--- src/rtl/fetch_pkg.sv ---
// -----------------------------------------------------------------------------
// fetch_pkg
// Shared types and constants for the instruction-fetch stage.
//   fetch_entry_t  : one queued fetch {pc, instr}
//   fetch_state_t  : fetch control state (RUN / HALT)
//   PC_STEP        : byte increment between sequential fetches
//   PC_READ_OFFSET : offset between an instruction's PC and the architectural
//                    PC value it observes when reading the PC register
// -----------------------------------------------------------------------------
package fetch_pkg;

    typedef struct packed {
        logic [31:0] pc;
        logic [31:0] instr;
    } fetch_entry_t;

    typedef enum logic {
        RUN  = 1'b0,
        HALT = 1'b1
    } fetch_state_t;

    localparam logic [31:0] PC_STEP        = 32'd4;
    localparam logic [31:0] PC_READ_OFFSET = 32'd8;

endpackage

--- src/rtl/fetch_fifo.sv ---
// -----------------------------------------------------------------------------
// fetch_fifo
// Small in-order queue of fetch_entry_t between instruction memory and decode.
// Ports:
//   clk        in   clock
//   reset      in   synchronous active-high reset (empties the queue)
//   i_push     in   write i_wr_entry at the tail
//   i_pop      in   remove the head
//   i_flush    in   synchronous flush; overrides push and pop
//   i_wr_entry in   entry to write
//   o_head     out  entry at the head (stale when empty)
//   o_count    out  number of valid entries (0..DEPTH)
// DEPTH must be a power of two so the pointers wrap naturally.
// -----------------------------------------------------------------------------
module fetch_fifo
    import fetch_pkg::*;
#(
    parameter int DEPTH = 2,
    localparam int PW   = $clog2(DEPTH),
    localparam int CW   = PW + 1
) (
    input  logic          clk,
    input  logic          reset,
    input  logic          i_push,
    input  logic          i_pop,
    input  logic          i_flush,
    input  fetch_entry_t  i_wr_entry,
    output fetch_entry_t  o_head,
    output logic [CW-1:0] o_count
);

    fetch_entry_t  r_mem [DEPTH];
    logic [PW-1:0] r_rd_ptr;
    logic [PW-1:0] r_wr_ptr;
    logic [CW-1:0] r_count;

    // Control: pointers and occupancy
    always_ff @(posedge clk) begin
        if (reset || i_flush) begin
            r_rd_ptr <= '0;
            r_wr_ptr <= '0;
            r_count  <= '0;
        end else begin
            if (i_push) r_wr_ptr <= r_wr_ptr + PW'(1);
            if (i_pop)  r_rd_ptr <= r_rd_ptr + PW'(1);
            case ({i_push, i_pop})
                2'b10:   r_count <= r_count + CW'(1);
                2'b01:   r_count <= r_count - CW'(1);
                default: r_count <= r_count;
            endcase
        end
    end

    // Data storage carries no reset; validity is tracked by r_count alone
    always_ff @(posedge clk) begin
        if (i_push && !i_flush) r_mem[r_wr_ptr] <= i_wr_entry;
    end

    assign o_head  = r_mem[r_rd_ptr];
    assign o_count = r_count;

endmodule

--- src/rtl/fetch_stage.sv ---
// -----------------------------------------------------------------------------
// fetch_stage
// Instruction-fetch stage in front of a combinational instruction memory.
// Owns the PC, fetches one word per cycle into fetch_fifo, and hands
// instructions to decode over a valid/ready handshake. A branch redirect
// flushes the queue and reloads the PC. A misaligned or out-of-range PC
// raises a sticky fault (HALT state) that only reset clears.
// Ports:
//   clk, reset            clock, synchronous active-high reset
//   imem_a   out  32      byte address to instruction memory (= current PC)
//   imem_rd  in   32      instruction word for imem_a (combinational)
//   br_valid, br_target   redirect request and target byte address
//   out_valid/out_ready   handshake to decode
//   out_instr, out_pc     head instruction and its PC
//   out_pc_plus8          out_pc + 8, modulo 2^32
//   fault                 sticky fetch fault
//   fetch_count           pushes since reset        (FETCH_PERF_CNT_EN)
//   flush_count           entries discarded by redirects (FETCH_PERF_CNT_EN)
// Build option: define FETCH_PERF_CNT_EN to include the performance counters;
// otherwise both counter outputs are constant 0.
// -----------------------------------------------------------------------------
module fetch_stage
    import fetch_pkg::*;
#(
    parameter logic [31:0] RESET_PC   = 32'h0000_0000,
    parameter int          IMEM_WORDS = 64,
    parameter int          DEPTH      = 2
) (
    input  logic        clk,
    input  logic        reset,
    output logic [31:0] imem_a,
    input  logic [31:0] imem_rd,
    input  logic        br_valid,
    input  logic [31:0] br_target,
    output logic        out_valid,
    input  logic        out_ready,
    output logic [31:0] out_instr,
    output logic [31:0] out_pc,
    output logic [31:0] out_pc_plus8,
    output logic        fault,
    output logic [31:0] fetch_count,
    output logic [31:0] flush_count
);

    localparam int CW = $clog2(DEPTH) + 1;

    logic [31:0]   r_pc;
    fetch_state_t  r_state;
    logic          w_pc_bad;
    logic          w_pop;
    logic          w_push;
    logic [CW-1:0] w_count;
    fetch_entry_t  w_wr_entry;
    fetch_entry_t  w_head;

    assign w_pc_bad = (r_pc[1:0] != 2'b00) || (r_pc[31:2] >= 30'(IMEM_WORDS));

    assign out_valid = (w_count != '0);
    assign w_pop     = out_valid && out_ready;
    // A pop frees a slot in the same cycle, so a full queue still accepts a push
    assign w_push    = (r_state == RUN) && !w_pc_bad && !br_valid &&
                       ((w_count < CW'(DEPTH)) || w_pop);

    assign w_wr_entry.pc    = r_pc;
    assign w_wr_entry.instr = imem_rd;

    fetch_fifo #(
        .DEPTH (DEPTH)
    ) u_fifo (
        .clk        (clk),
        .reset      (reset),
        .i_push     (w_push),
        .i_pop      (w_pop),
        .i_flush    (br_valid),
        .i_wr_entry (w_wr_entry),
        .o_head     (w_head),
        .o_count    (w_count)
    );

    // PC and fault state
    always_ff @(posedge clk) begin
        if (reset) begin
            r_pc    <= RESET_PC;
            r_state <= RUN;
        end else begin
            if (br_valid)    r_pc <= br_target;
            else if (w_push) r_pc <= r_pc + PC_STEP;
            if (r_state == RUN && w_pc_bad) r_state <= HALT;
        end
    end

`ifdef FETCH_PERF_CNT_EN
    logic [31:0] r_fetch_count;
    logic [31:0] r_flush_count;

    // Every valid entry is discarded on a redirect, including a same-cycle pop
    always_ff @(posedge clk) begin
        if (reset) begin
            r_fetch_count <= '0;
            r_flush_count <= '0;
        end else begin
            if (w_push)   r_fetch_count <= r_fetch_count + 32'd1;
            if (br_valid) r_flush_count <= r_flush_count + 32'(w_count);
        end
    end

    assign fetch_count = r_fetch_count;
    assign flush_count = r_flush_count;
`else
    assign fetch_count = 32'd0;
    assign flush_count = 32'd0;
`endif

    assign imem_a       = r_pc;
    assign out_instr    = w_head.instr;
    assign out_pc       = w_head.pc;
    assign out_pc_plus8 = w_head.pc + PC_READ_OFFSET;
    assign fault        = (r_state == HALT);

endmodule
--- config.mk ---
export PLATFORM = sky130hd
export DESIGN_NAME = fetch_stage
export DESIGN_NICKNAME = d
export VERILOG_FILES = /design/src/rtl/fetch_pkg.sv /design/src/rtl/fetch_fifo.sv /design/src/rtl/fetch_stage.sv
export SDC_FILE = /design/constraint.sdc
export NUM_CORES = 1
export LEC_CHECK = 0
export ABC_AREA = 1
export BUFFER_PORTS_ARGS = -buffer_cell sky130_fd_sc_hd__buf_4
export CAP_MARGIN = 5
export CORE_MARGIN = 5
export CORE_UTILIZATION = 55
export CTS_CLUSTER_SIZE = 20
export DETAILED_ROUTE_END_ITERATION = 10
export PLACE_DENSITY_LB_ADDON = 0.2
export SKIP_LAST_GASP = 1
export SYNTH_ARGS = -nofsm -noshare
export SYNTH_HDL_FRONTEND = slang
export SYNTH_SLANG_ARGS = --single-unit
--- constraint.sdc ---
create_clock -name clk -period 7.2 [get_ports clk]
set_clock_uncertainty 0.15 [all_clocks]
set_input_delay 0.72 -clock clk [delete_from_list [all_inputs] [get_ports clk]]
set_output_delay 0.72 -clock clk [all_outputs]
set_load 0.02 [all_outputs]
Word level (Yosys, flattened, before mapping):

Memories as Yosys holds them, arrays and structs flattened. A register that Yosys moved wholly into a read port is not among the register bits.
Index checks and enable logic that the tools add are counted.

* $add $sub $neg: 6
* magnitude comparators: 2
* equal/unequal tests: 2
* muxes and demuxes: 7
* bitwise logic cells: 1
* reduce and logical (&&, ||, !) cells: 15

Operator list (number)
* 32-bit two-way mux: 2
* 32-bit by 3-bit adder with 32-bit output (second input constant): 1
* 32-bit by 4-bit adder with 32-bit output (second input constant): 1
* 30-bit by 7-bit >= comparator with 1-bit output (second input constant): 1
* 2-bit nonzero test: 4
* 1-bit logical AND: 6
* 1-bit two-way mux: 4
* 2-bit case mux with 2 select lines: 1
* 1-bit logical OR: 3
* 1-bit adder (second input constant): 2
* 2-bit by 1-bit adder with 2-bit output (second input constant): 1
* 2-bit by 1-bit equality test with 1-bit output (second input constant): 1
* 2-bit equality test (second input constant): 1
* 1-bit logical NOT: 2
* 2-bit < comparator (second input constant): 1
* 2-bit by 1-bit subtractor with 2-bit output (second input constant): 1
* 1-bit inverter: 1

* register bits after elaboration: 37
* RAM bits: 128
* input bits: 68
* memories kept: 1

Memories
* u_fifo.r_mem: words 2, bits a word 64, rd ports 1, clocked after memory_dff 1, wr ports 1, line fetch_fifo.sv:32 `fetch_entry_t r_mem [DEPTH];`

Longest topological paths before layout:

Gate-level depths: netlist (run 1).

* word-level depth: 9
* gate-level depth with buffers: 13

By module:

Synthesis (run 1) repeated with hierarchy kept, for this count alone.

* cell total of the unflattened synthesis: 635
* area total of the unflattened synthesis: 7842.5 um2

By module, submodules not included
* fetch_fifo: instances 1, cells each 230, area an instance 5146.2 um2, seq. area each 3943.8 um2
* fetch_stage: instances 1, cells each 405, area an instance 2696.3 um2, seq. area each 660.6 um2

Worst setup path after synthesis (run 1):

OpenSTA, ideal clock, no wires.

* kind: input to register
* start: in br_valid
* end: mem u_fifo.r_mem[1][0] (netlist name) (enable)
* library setup time: 0.487 ns
* arrival: 3.962 ns
* data required time: 6.563 ns
* setup slack: 2.602 ns
* stages: 5
* path buffers: 2
* cells stage by stage: clkbuf_1 inv_1 nand3_1 clkbuf_1 nor2_1

* longest elaborated chain between the ends: 6

Ends and longest elaborated chain
* start, declared: line fetch_stage.sv:33 `input logic br_valid,`
* 1-bit logical NOT (*): line fetch_fifo.sv:56, fetch_stage.sv:61
* 1-bit logical AND (2 in series): line fetch_stage.sv:61 `assign w_push = (r_state == RUN) && !w_pc_bad && !br_valid &&`
* 1-bit logical AND (*): line fetch_fifo.sv:56 `if (i_push && !i_flush) r_mem[r_wr_ptr] <= i_wr_entry;`
* 1-bit two-way mux (*): line fetch_fifo.sv:56
* 1-bit two-way mux (implied by the code) (*): line fetch_fifo.sv:56
* end, declared: line fetch_fifo.sv:32

Mark *: on every way between the ends. The rest lies on a longest branch, timed or not.

==> results of run 1 <==
power by group:
group / internal (mW) / leakage [nW] / switching, mW / total, mW
combinational: 0.0520 / 2.46 / 0.0860 / 0.138
sequential: 1.04 / 1.46 / 0.0183 / 1.06
clock: 0.472 / 0.258 / 0.348 / 0.820
total: 1.57 / 4.18 / 0.452 / 2.02
kinds of logic (layout without fill, tap and decap cells):
family | count (synthesis) | after routing | share of synthesized area
AO/OA/AOI/OAI | 81 | 81 | 0.06179
XOR/XNOR | 17 | 17 | 0.01852
adder cells (fa/ha/maj) | 4 | 4 | 0.006226
buffers and inverters | 165 | 304 | 0.1144
flip-flops | 166 | 166 | 0.5728
multiplexers | 36 | 36 | 0.05027
other | 1 | 64 | 0.0004665
AND/OR/NAND/NOR | 345 | 345 | 0.1756
worst max-delay path: cells and delay by family (launching register included):
family,cells,cell delay (ns)
buf+inv,2,0.83
simple gates,8,0.79
flops,1,0.73
compound gates,1,0.28
path summary, 6_finish.rpt:
path	startpoint	endpoint	cells past startpoint
min	u_fifo.r_wr_ptr	u_fifo.r_wr_ptr	2
min reg2reg	u_fifo.r_wr_ptr	u_fifo.r_wr_ptr	2
max	flop	out_pc_plus8[30]	11
max reg2reg	imem_a[1]	u_fifo.r_mem[1][26]	8
per-layer routing:
layer | GRT usage | vias to the layer above | routed length, microns
met1 | 0.2889 | 2688 | 7783
met4 | 0.07562 | 0 | 369
met2 | 0.3518 | 251 | 9033
met3 | 0.06260 | 25 | 1654
li1 | - | 2948 | -
met5 | 0 | - | 0
flip-flops by register name (all words and copies together), names as in the netlist, named ones only:
name / count
u_fifo.r_mem: 128
fault: 1
u_fifo.o_count: 2
imem_a: 32
u_fifo.r_rd_ptr: 1
u_fifo.r_wr_ptr: 1
Yosys cell counts, drive strengths merged:
library cell / instances / area share
edfxtp: 128 / 0.48
conb: 1 / 0.00047
a21oi: 37 / 0.030
nor3: 4 / 0.0031
ha: 4 / 0.0062
clkbuf: 11 / 0.0051
or2: 1 / 0.00078
nand4: 9 / 0.0070
mux2i: 1 / 0.0012
o21a: 1 / 0.00093
mux2: 35 / 0.049
dfxtp: 38 / 0.095
nand3b: 2 / 0.0019
nand2: 156 / 0.073
o211ai: 7 / 0.0065
buf: 83 / 0.076
xor2: 16 / 0.017
o21ai: 36 / 0.025
nor2: 133 / 0.064
nand3: 39 / 0.024
xnor2: 1 / 0.0011
and2: 1 / 0.00078
inv: 71 / 0.033
layout by cell type, fill, tap and decap left out, types with 2 or more instances in the layout:
| cell type | count |
|---|---|
| buf_4 | 201 |
| nand2_1 | 154 |
| edfxtp_1 | 128 |
| nor2_1 | 125 |
| inv_1 | 68 |
| conb_1 | 64 |
| nand3_1 | 39 |
| dfxtp_1 | 37 |
| mux2_2 | 35 |
| a21oi_1 | 23 |
| o21ai_0 | 19 |
| clkbuf_16 | 17 |
| xor2_1 | 16 |
| a21oi_2 | 14 |
| o21ai_1 | 12 |
| nand4_1 | 9 |
| o211ai_1 | 7 |
| nor2_2 | 7 |
| o21ai_2 | 5 |
| ha_1 | 4 |
| clkinv_4 | 4 |
| nor3_1 | 3 |
| inv_2 | 3 |
| clkinv_2 | 3 |
| clkinvlp_4 | 3 |
| nand3b_1 | 2 |
| nand2_2 | 2 |
| clkbuf_1 | 2 |
| clkinv_1 | 2 |
final cells by class:
class,count,area [sq um]
Sequential cell,166,4608
Fill cell,1164,4508
Multi-Input combinational cell,547,2759
Timing Repair Buffer,201,1509
Clock buffer,19,432.9
Inverter,71,266.5
Tap cell,184,230.2
Clock inverter,13,110.1
through the flow:
stage	std cells	total power, mW
floorplan	878	1.181
CTS	1201	2.031
detailed placement	1169	1.219
global route	1201	2.097
global placement	1169	1.216
finish	1201	2.019
==> flow_metrics.env, run 1 <==
export IMPL_status="complete, no violations"
export IMPL_num_io_pins=262
export IMPL_first_global_vias=5446
export IMPL_track_usage=0.2196
export IMPL_cellPowerDensity_mw_per_mm2=203.6
export IMPL_synth_cell_area_sq_mm=0.008039
export IMPL_arrival_ns=3.16
export IMPL_critPathMaxFanout=61
export IMPL_worstPathCellList="buf_4 > nor2_1 > a21oi_2 > nand2_1 > nor2_1 > nand3_1 > nor2_1 > nand2_1 > nand2_1 > nand2_1 > buf_4"
export IMPL_path_common_cell="nand2_1"
export IMPL_grt_overflow=0
export IMPL_drive_gt1_frac=0.2940
export IMPL_die_w_microns=130.9
export IMPL_setup_violations=0
export IMPL_grt_max_degree=62
export IMPL_wl_mm=18.84
export IMPL_firstDrtPassIters=5
export IMPL_synth_warnings=0
export IMPL_end_kind="output port"
export IMPL_period_share=0.5593
export IMPL_post_cts_resize_count=0
export IMPL_p_leak_nw=4.179
export IMPL_cts_htree_levels=4
export IMPL_tightest_slew_ns=0.9837
export IMPL_post_cts_buffers=0
export IMPL_ys_seq_area_frac=0.5728
export IMPL_min_period_ns=4.027
export IMPL_cts_hold_buf=0
export IMPL_hold_viol_final=0
export IMPL_die_y_microns=130.9
export IMPL_start_kind="flop"
export IMPL_utilization=0.6875
export IMPL_grt_pass1_wl_mm=28.34
export IMPL_max_cap_violations=0
export IMPL_maxSlewViolCount=0
export IMPL_slew_headroom=0.3422
export IMPL_worstSetupPathType="flop to output port"
export IMPL_syn_inst=815
export IMPL_dr_first_iter_drc_count=383
export IMPL_cp_data_required_time_ns=6.33
export IMPL_cts_buffers=17
export IMPL_fin_ws_ns=3.173
export IMPL_hold_class="flop to flop"
export IMPL_dieArea_sq_mm=0.01713
export IMPL_r2r_setup_slack_ns=3.75
export IMPL_avgSynthCellArea_sq_um=9.864
export IMPL_slowest_stage="dfxtp_4"
export IMPL_tns_ns=0
export IMPL_coreArea_sq_mm=0.01442
export IMPL_clock_path_buffers=2
export IMPL_antenna_found_initial=0
export IMPL_gp_congestion=0.9307
export IMPL_stdcell_area_sq_mm=0.009916
export IMPL_rsz0062_at_grt="no"
export IMPL_n_antenna_cell=0
export IMPL_wl_per_cell_microns=15.69
export IMPL_clkTransAtPathRegs_ns=0.06
export IMPL_io_buffers=197
export IMPL_drc=0
export IMPL_synth_cell_type_count=33
export IMPL_final_nets=1076
export IMPL_cts_tree="done"
export IMPL_row_count=44
export IMPL_clockRootBuffer="clkbuf_16"
export IMPL_max_freq_mhz=248.3
export IMPL_ys_seq_elements=166
export IMPL_critPathMaxStageDelay_ns=0.73
export IMPL_dpl_instance_area_sq_mm=0.009373
export IMPL_viasPerCell=4.923
export IMPL_syn_to_final_growth_pct=23.35
export IMPL_start_util=0.5573
export IMPL_num_vias=5912
export IMPL_dp_worst_setup_slack_ns=3.640
export IMPL_clock_latency_ns=0.42
export IMPL_fin_hold_ws_ns=0.3105
export IMPL_cts_sinks=166
export IMPL_ir_drop_v=0.0001714
export IMPL_ant_nets=0
export IMPL_hpwlAfterDp_mm=14.13
Power figures use the tool's default switching activity.
==> run 2, diff against run 1 <==
- CORE_UTILIZATION: 55 -> 51
- clock period: 7.2 -> 3.76 ns (I/O delays scaled with it)
==> run 2 against run 1 <==
Effect of this change: design area increased by 4.1%; global-route usage decreased by 1.0 points; combinational power increased by 110%; die area increased by 7.2%; sequential share of layout area decreased by 1.8 points; total power increased by 94%; hold slack got worse by 0.28 ns; critical endpoint is now out_pc_plus8[25]; largest cell class unchanged; highest routed layer unchanged.
==> flow_metrics.env, run 2 (synthesized netlist as in run 1, its figures left out) <==
export IMPL_status="complete, no violations"
export IMPL_period_share=0.9059
export IMPL_largest_reg_flops=128
export IMPL_start_kind="flop"
export IMPL_n_antenna_cell=0
export IMPL_cts_htree_levels=4
export IMPL_tightest_slew_ns=0.5091
export IMPL_p_leak_nw=4.346
export IMPL_die_y_microns=135.6
export IMPL_power_total_mw=3.914
export IMPL_max_freq_mhz=293.6
export IMPL_clockRootBuffer="clkbuf_16"
export IMPL_num_io_pins=262
export IMPL_min_period_ns=3.406
export IMPL_rsz0062_at_grt="no"
export IMPL_cts_tree="done"
export IMPL_fin_hold_ws_ns=0.02625
export IMPL_wl_per_cell_microns=15.32
export IMPL_start_util=0.5249
export IMPL_hp_start="br_target[1]"
export IMPL_grt_overflow=0
export IMPL_dpl_instance_area_sq_mm=0.009454
export IMPL_antenna_found_initial=0
export IMPL_arrival_ns=2.88
export IMPL_io_buffers=197
export IMPL_max_cap_violations=0
export IMPL_tns_ns=0
export IMPL_num_vias=6029
export IMPL_final_nets=1111
export IMPL_grt_max_degree=52
export IMPL_utilization=0.6739
export IMPL_clock_latency_ns=0.42
export IMPL_min_to="imem_a[1]"
export IMPL_cellPowerDensity_mw_per_mm2=379.2
export IMPL_final_common_cell="buf_4"
export IMPL_hold_viol_final=0
export IMPL_clkTransAtPathRegs_ns=0.07
export IMPL_reg2reg_to="u_fifo.r_mem[1][13]"
export IMPL_track_usage=0.2091
export IMPL_dieArea_sq_mm=0.01837
export IMPL_firstDrtPassIters=5
export IMPL_clock_path_buffers=2
export IMPL_hpwlAfterDp_mm=14.11
export IMPL_setup_violations=0
export IMPL_dr_first_iter_drc_count=346
export IMPL_cp_data_required_time_ns=3.23
export IMPL_viasPerCell=4.774
export IMPL_row_count=45
export IMPL_gp_congestion=0.8534
export IMPL_stdcell_area_sq_mm=0.01032
export IMPL_wl_mm=19.36
export IMPL_layout_common_cells="buf_4 (202), nand2_1 (154), edfxtp_1 (128), nor2_1 (125), inv_1 (68)"
export IMPL_cts_buffers=17
export IMPL_top_register="u_fifo.r_mem"
export IMPL_hold_class="primary input to flop"
export IMPL_first_global_vias=5701
export IMPL_coreArea_sq_mm=0.01531
export IMPL_ant_nets=0
export IMPL_worstSetupPathType="flop to output port"
export IMPL_drive_gt1_frac=0.2899
export IMPL_ir_drop_v=0.0003099
export IMPL_grt_pass1_wl_mm=29.67
export IMPL_slew_headroom=0.6606
export IMPL_worstHoldPathCells=3
export IMPL_r2r_setup_slack_ns=1.21
export IMPL_critPathMaxFanout=48
export IMPL_fillerInstances=1195
export IMPL_post_cts_buffers=0
export IMPL_drc=0
export IMPL_maxSlewViolCount=0
export IMPL_end_kind="output port"
export IMPL_cts_sinks=166
export IMPL_reg2reg_from="imem_a[11]"
export IMPL_rr_worst_depth=9
export IMPL_syn_to_final_growth_pct=28.39
export IMPL_die_w_microns=135.6
run 2: area by class of cell:
| cell class | instances | area (sq um) | share of cell area |
|---|---|---|---|
| Clock buffer | 17 | 425.4 | 0.04122 |
| Clock inverter | 15 | 121.4 | 0.01176 |
| Sequential cell | 166 | 4608 | 0.4465 |
| Multi-Input combinational cell | 547 | 2759 | 0.2673 |
| Inverter | 71 | 266.5 | 0.02582 |
| Timing Repair Buffer | 236 | 1877 | 0.1818 |
| Tap cell | 211 | 264.0 | 0.02558 |
run 2: layer usage:
metal / vias up / GRT usage / share of wire
met5: - / 0 / 0
met4: 0 / 0.08007 / 0.021
met3: 30 / 0.04049 / 0.068
met2: 232 / 0.3509 / 0.49
met1: 2751 / 0.2692 / 0.42
li1: 3016 / - / -
run 2: metrics by stage:
step                      std cells  setup WS, ns
after detailed placement       1199        0.7758
after global routing           1263       0.05756
after CTS                      1263        0.3316
after global placement         1199        0.8305
final                          1263        0.3537
after floorplan                 878        0.2948
run 2: report_power, final:
| group | total [mW] | switching [mW] | internal, mW | leakage (nW) |
|---|---|---|---|---|
| logic | 0.290 | 0.169 | 0.121 | 2.61 |
| registers | 2.03 | 0.0380 | 2.00 | 1.46 |
| clock network | 1.59 | 0.728 | 0.862 | 0.272 |
| total | 3.91 | 0.935 | 2.98 | 4.35 |
run 2: worst max-delay path by stage:
stage,startpoint,endpoint,cells after the start
finish,flop,out_pc_plus8[25],11
global route,flop,out_pc_plus8[25],11
CTS,flop,out_pc_plus8[25],11
detailed placement,flop,out_pc_plus8[25],11
global placement,flop,out_pc_plus8[31],11
floorplan,imem_a[18],u_fifo.r_mem[1][0],8
run 2: critical path, stage by stage (launching register included):
cell	delay [ns]
dfxtp_4	0.68
buf_4	0.54
nand2_1	0.09
o21ai_1	0.25
nand2_1	0.16
nor2_1	0.15
inv_1	0.06
nor2_1	0.13
nand3_1	0.08
nand2_1	0.07
nand2_1	0.07
buf_4	0.16
run 2: repair_timing:
action	in CTS	in global routing
resized for setup	0	0
hold buffers	32	0
setup endpoints to repair	0	0
hold endpoints to repair	64	0
==> run 3, diff against run 2 <==
- PLACE_DENSITY: not set -> 0.8
- PLACE_DENSITY_LB_ADDON: 0.2 -> not set
==> run 3 against run 2 <==
Effect of this change: register-to-register slack is essentially flat; sequential share of layout area shrank 0.26 points; sequential power is essentially flat; design area grew 0.59%; non-clock buffer count shrank 1; setup slack lost 0.15 ns; via count grew 3.3%; total power grew 5.6%; critical path depth is the same; die area is the same; final cell count is essentially flat; critical path type unchanged.
==> flow_metrics.env, run 3 (synthesized netlist as in run 1, its figures left out) <==
export IMPL_status="complete, no violations"
export IMPL_cts_buffers=17
export IMPL_coreArea_sq_mm=0.01531
export IMPL_layout_common_cells="buf_4 (201), nand2_1 (154), edfxtp_1 (128), nor2_1 (125), inv_1 (68)"
export IMPL_antenna_found_initial=0
export IMPL_cellPowerDensity_mw_per_mm2=397.9
export IMPL_multi_input_area_sq_mm=0.002759
export IMPL_drc=0
export IMPL_place_inst=1198
export IMPL_stdcell_area_sq_mm=0.01038
export IMPL_dieArea_sq_mm=0.01837
export IMPL_largest_reg_flops=128
export IMPL_final_common_cell="buf_4"
export IMPL_hold_class="primary input to flop"
export IMPL_cts_htree_levels=4
export IMPL_grt_overflow=0
export IMPL_end_kind="output port"
export IMPL_grt_pass1_wl_mm=31.76
export IMPL_start_util=0.5249
export IMPL_dpl_instance_area_sq_mm=0.009447
export IMPL_viasPerCell=4.936
export IMPL_maxSlewViolCount=0
export IMPL_cts_sinks=166
export IMPL_grt_max_degree=69
export IMPL_clockRootBuffer="clkbuf_16"
export IMPL_tightest_slew_ns=1.032
export IMPL_firstDrtPassIters=5
export IMPL_min_period_ns=3.559
export IMPL_max_freq_mhz=281.0
export IMPL_die_w_microns=135.6
export IMPL_top_register="u_fifo.r_mem"
export IMPL_dr_first_iter_drc_count=510
export IMPL_row_count=45
export IMPL_regArea_sq_mm=0.004608
export IMPL_p_leak_nw=4.370
export IMPL_slew_headroom=0.3096
export IMPL_gp_congestion=0.8966
export IMPL_fin_hold_ws_ns=0.03614
export IMPL_stdcell_count=1262
export IMPL_tns_ns=0
export IMPL_die_y_microns=135.6
export IMPL_p_sw_frac=0.2307
export IMPL_max_cap_violations=0
export IMPL_hpwlAfterDp_mm=14.84
export IMPL_syn_to_final_growth_pct=29.15
export IMPL_clock_path_buffers=2
export IMPL_start_kind="flop"
export IMPL_fillerInstances=1170
export IMPL_track_usage=0.2250
export IMPL_ir_drop_v=0.0002933
export IMPL_p_comb_frac=0.071
export IMPL_p_sw_uw=953.0
export IMPL_setup_violations=0
export IMPL_critPathMaxFanout=68
export IMPL_cts_tree="done"
export IMPL_first_global_vias=5960
export IMPL_pwr_share_clk=0.436
export IMPL_p_int_mw=3.179
export IMPL_post_cts_resize_count=0
export IMPL_seqPwrFrac=0.492
export IMPL_ant_nets=0
export IMPL_period_share=0.9465
export IMPL_n_antenna_cell=0
export IMPL_arrival_ns=3.03
export IMPL_num_io_pins=262
export IMPL_utilization=0.6779
export IMPL_num_vias=6229
export IMPL_drive_gt1_frac=0.2902
export IMPL_io_buffers=197
export IMPL_clock_latency_ns=0.42
export IMPL_wl_per_cell_microns=16.82
export IMPL_clkTransAtPathRegs_ns=0.06
export IMPL_wl_mm=21.22
export IMPL_cp_data_required_time_ns=3.23
export IMPL_rsz0062_at_grt="no"
export IMPL_final_nets=1110
export IMPL_hold_viol_final=0
export IMPL_worstSetupPathType="flop to output port"
[run 3: changes by cell type in the layout (fill, tap and decap cells not counted), sizes merged]
| cell | change |
|---|---|
| buf | -1 |
| bufinv | +3 |
| clkinv | -3 |
[run 3: path summary, 6_finish.rpt]
| path | startpoint | endpoint | depth (start not counted) | slack [ns] |
|---|---|---|---|---|
| max reg2reg | imem_a[12] | imem_a[3] | 8 | 1.20 |
| min reg2reg | u_fifo.r_wr_ptr | u_fifo.r_wr_ptr | 2 | 0.32 |
| max | flop | out_pc_plus8[27] | 11 | 0.20 |
| min | br_target[0] | imem_a[0] | 3 | 0.04 |
[run 3: per-layer routing]
layer,track usage,wire length (microns),vias up
met5,0,0,-
met4,0.08455,598,0
met3,0.04123,1575,40
met2,0.3827,10720,293
met1,0.2870,8325,2875
li1,-,-,3021
[run 3: cell type report]
| type | count | share of cell area |
|---|---|---|
| clock buffer | 17 | 0.04097 |
| clock inverter | 15 | 0.01832 |
| inverter | 71 | 0.02567 |
| multi-input combinational | 547 | 0.2657 |
| sequential | 166 | 0.4438 |
| tap | 211 | 0.02543 |
| timing repair buffer | 235 | 0.1800 |
[run 3: worst max-delay path: stages, from the launching register on]
cell,delay [ns]
dfxtp_4,0.81
nand2_1,0.13
o21ai_1,0.27
ha_1,0.35
nand2_2,0.12
nor2_2,0.24
inv_1,0.11
nor2_1,0.20
nand3_1,0.10
nand2_1,0.06
nand2_1,0.05
buf_4,0.15
[run 3: repair_timing]
action	in CTS	in global routing
hold buffers	32	0
setup buffers	0	0
endpoints found under the hold margin	64	0
[run 3: per-stage QoR]
step	setup WS (ns)	power (mW)
after floorplan	0.2948	2.261
after global placement	0.8594	2.328
after detailed placement	0.7782	2.335
after CTS	0.2912	4.146
after global routing	0.01668	4.255
final	0.2011	4.132
[run 3: power groups by stage]
stage	logic, mW	clock network, mW	registers [mW]
after floorplan	0.176	0	2.08
after global placement	0.257	0	2.07
after detailed placement	0.262	0	2.07
after CTS	0.292	1.82	2.03
after global routing	0.319	1.90	2.04
final	0.295	1.80	2.03
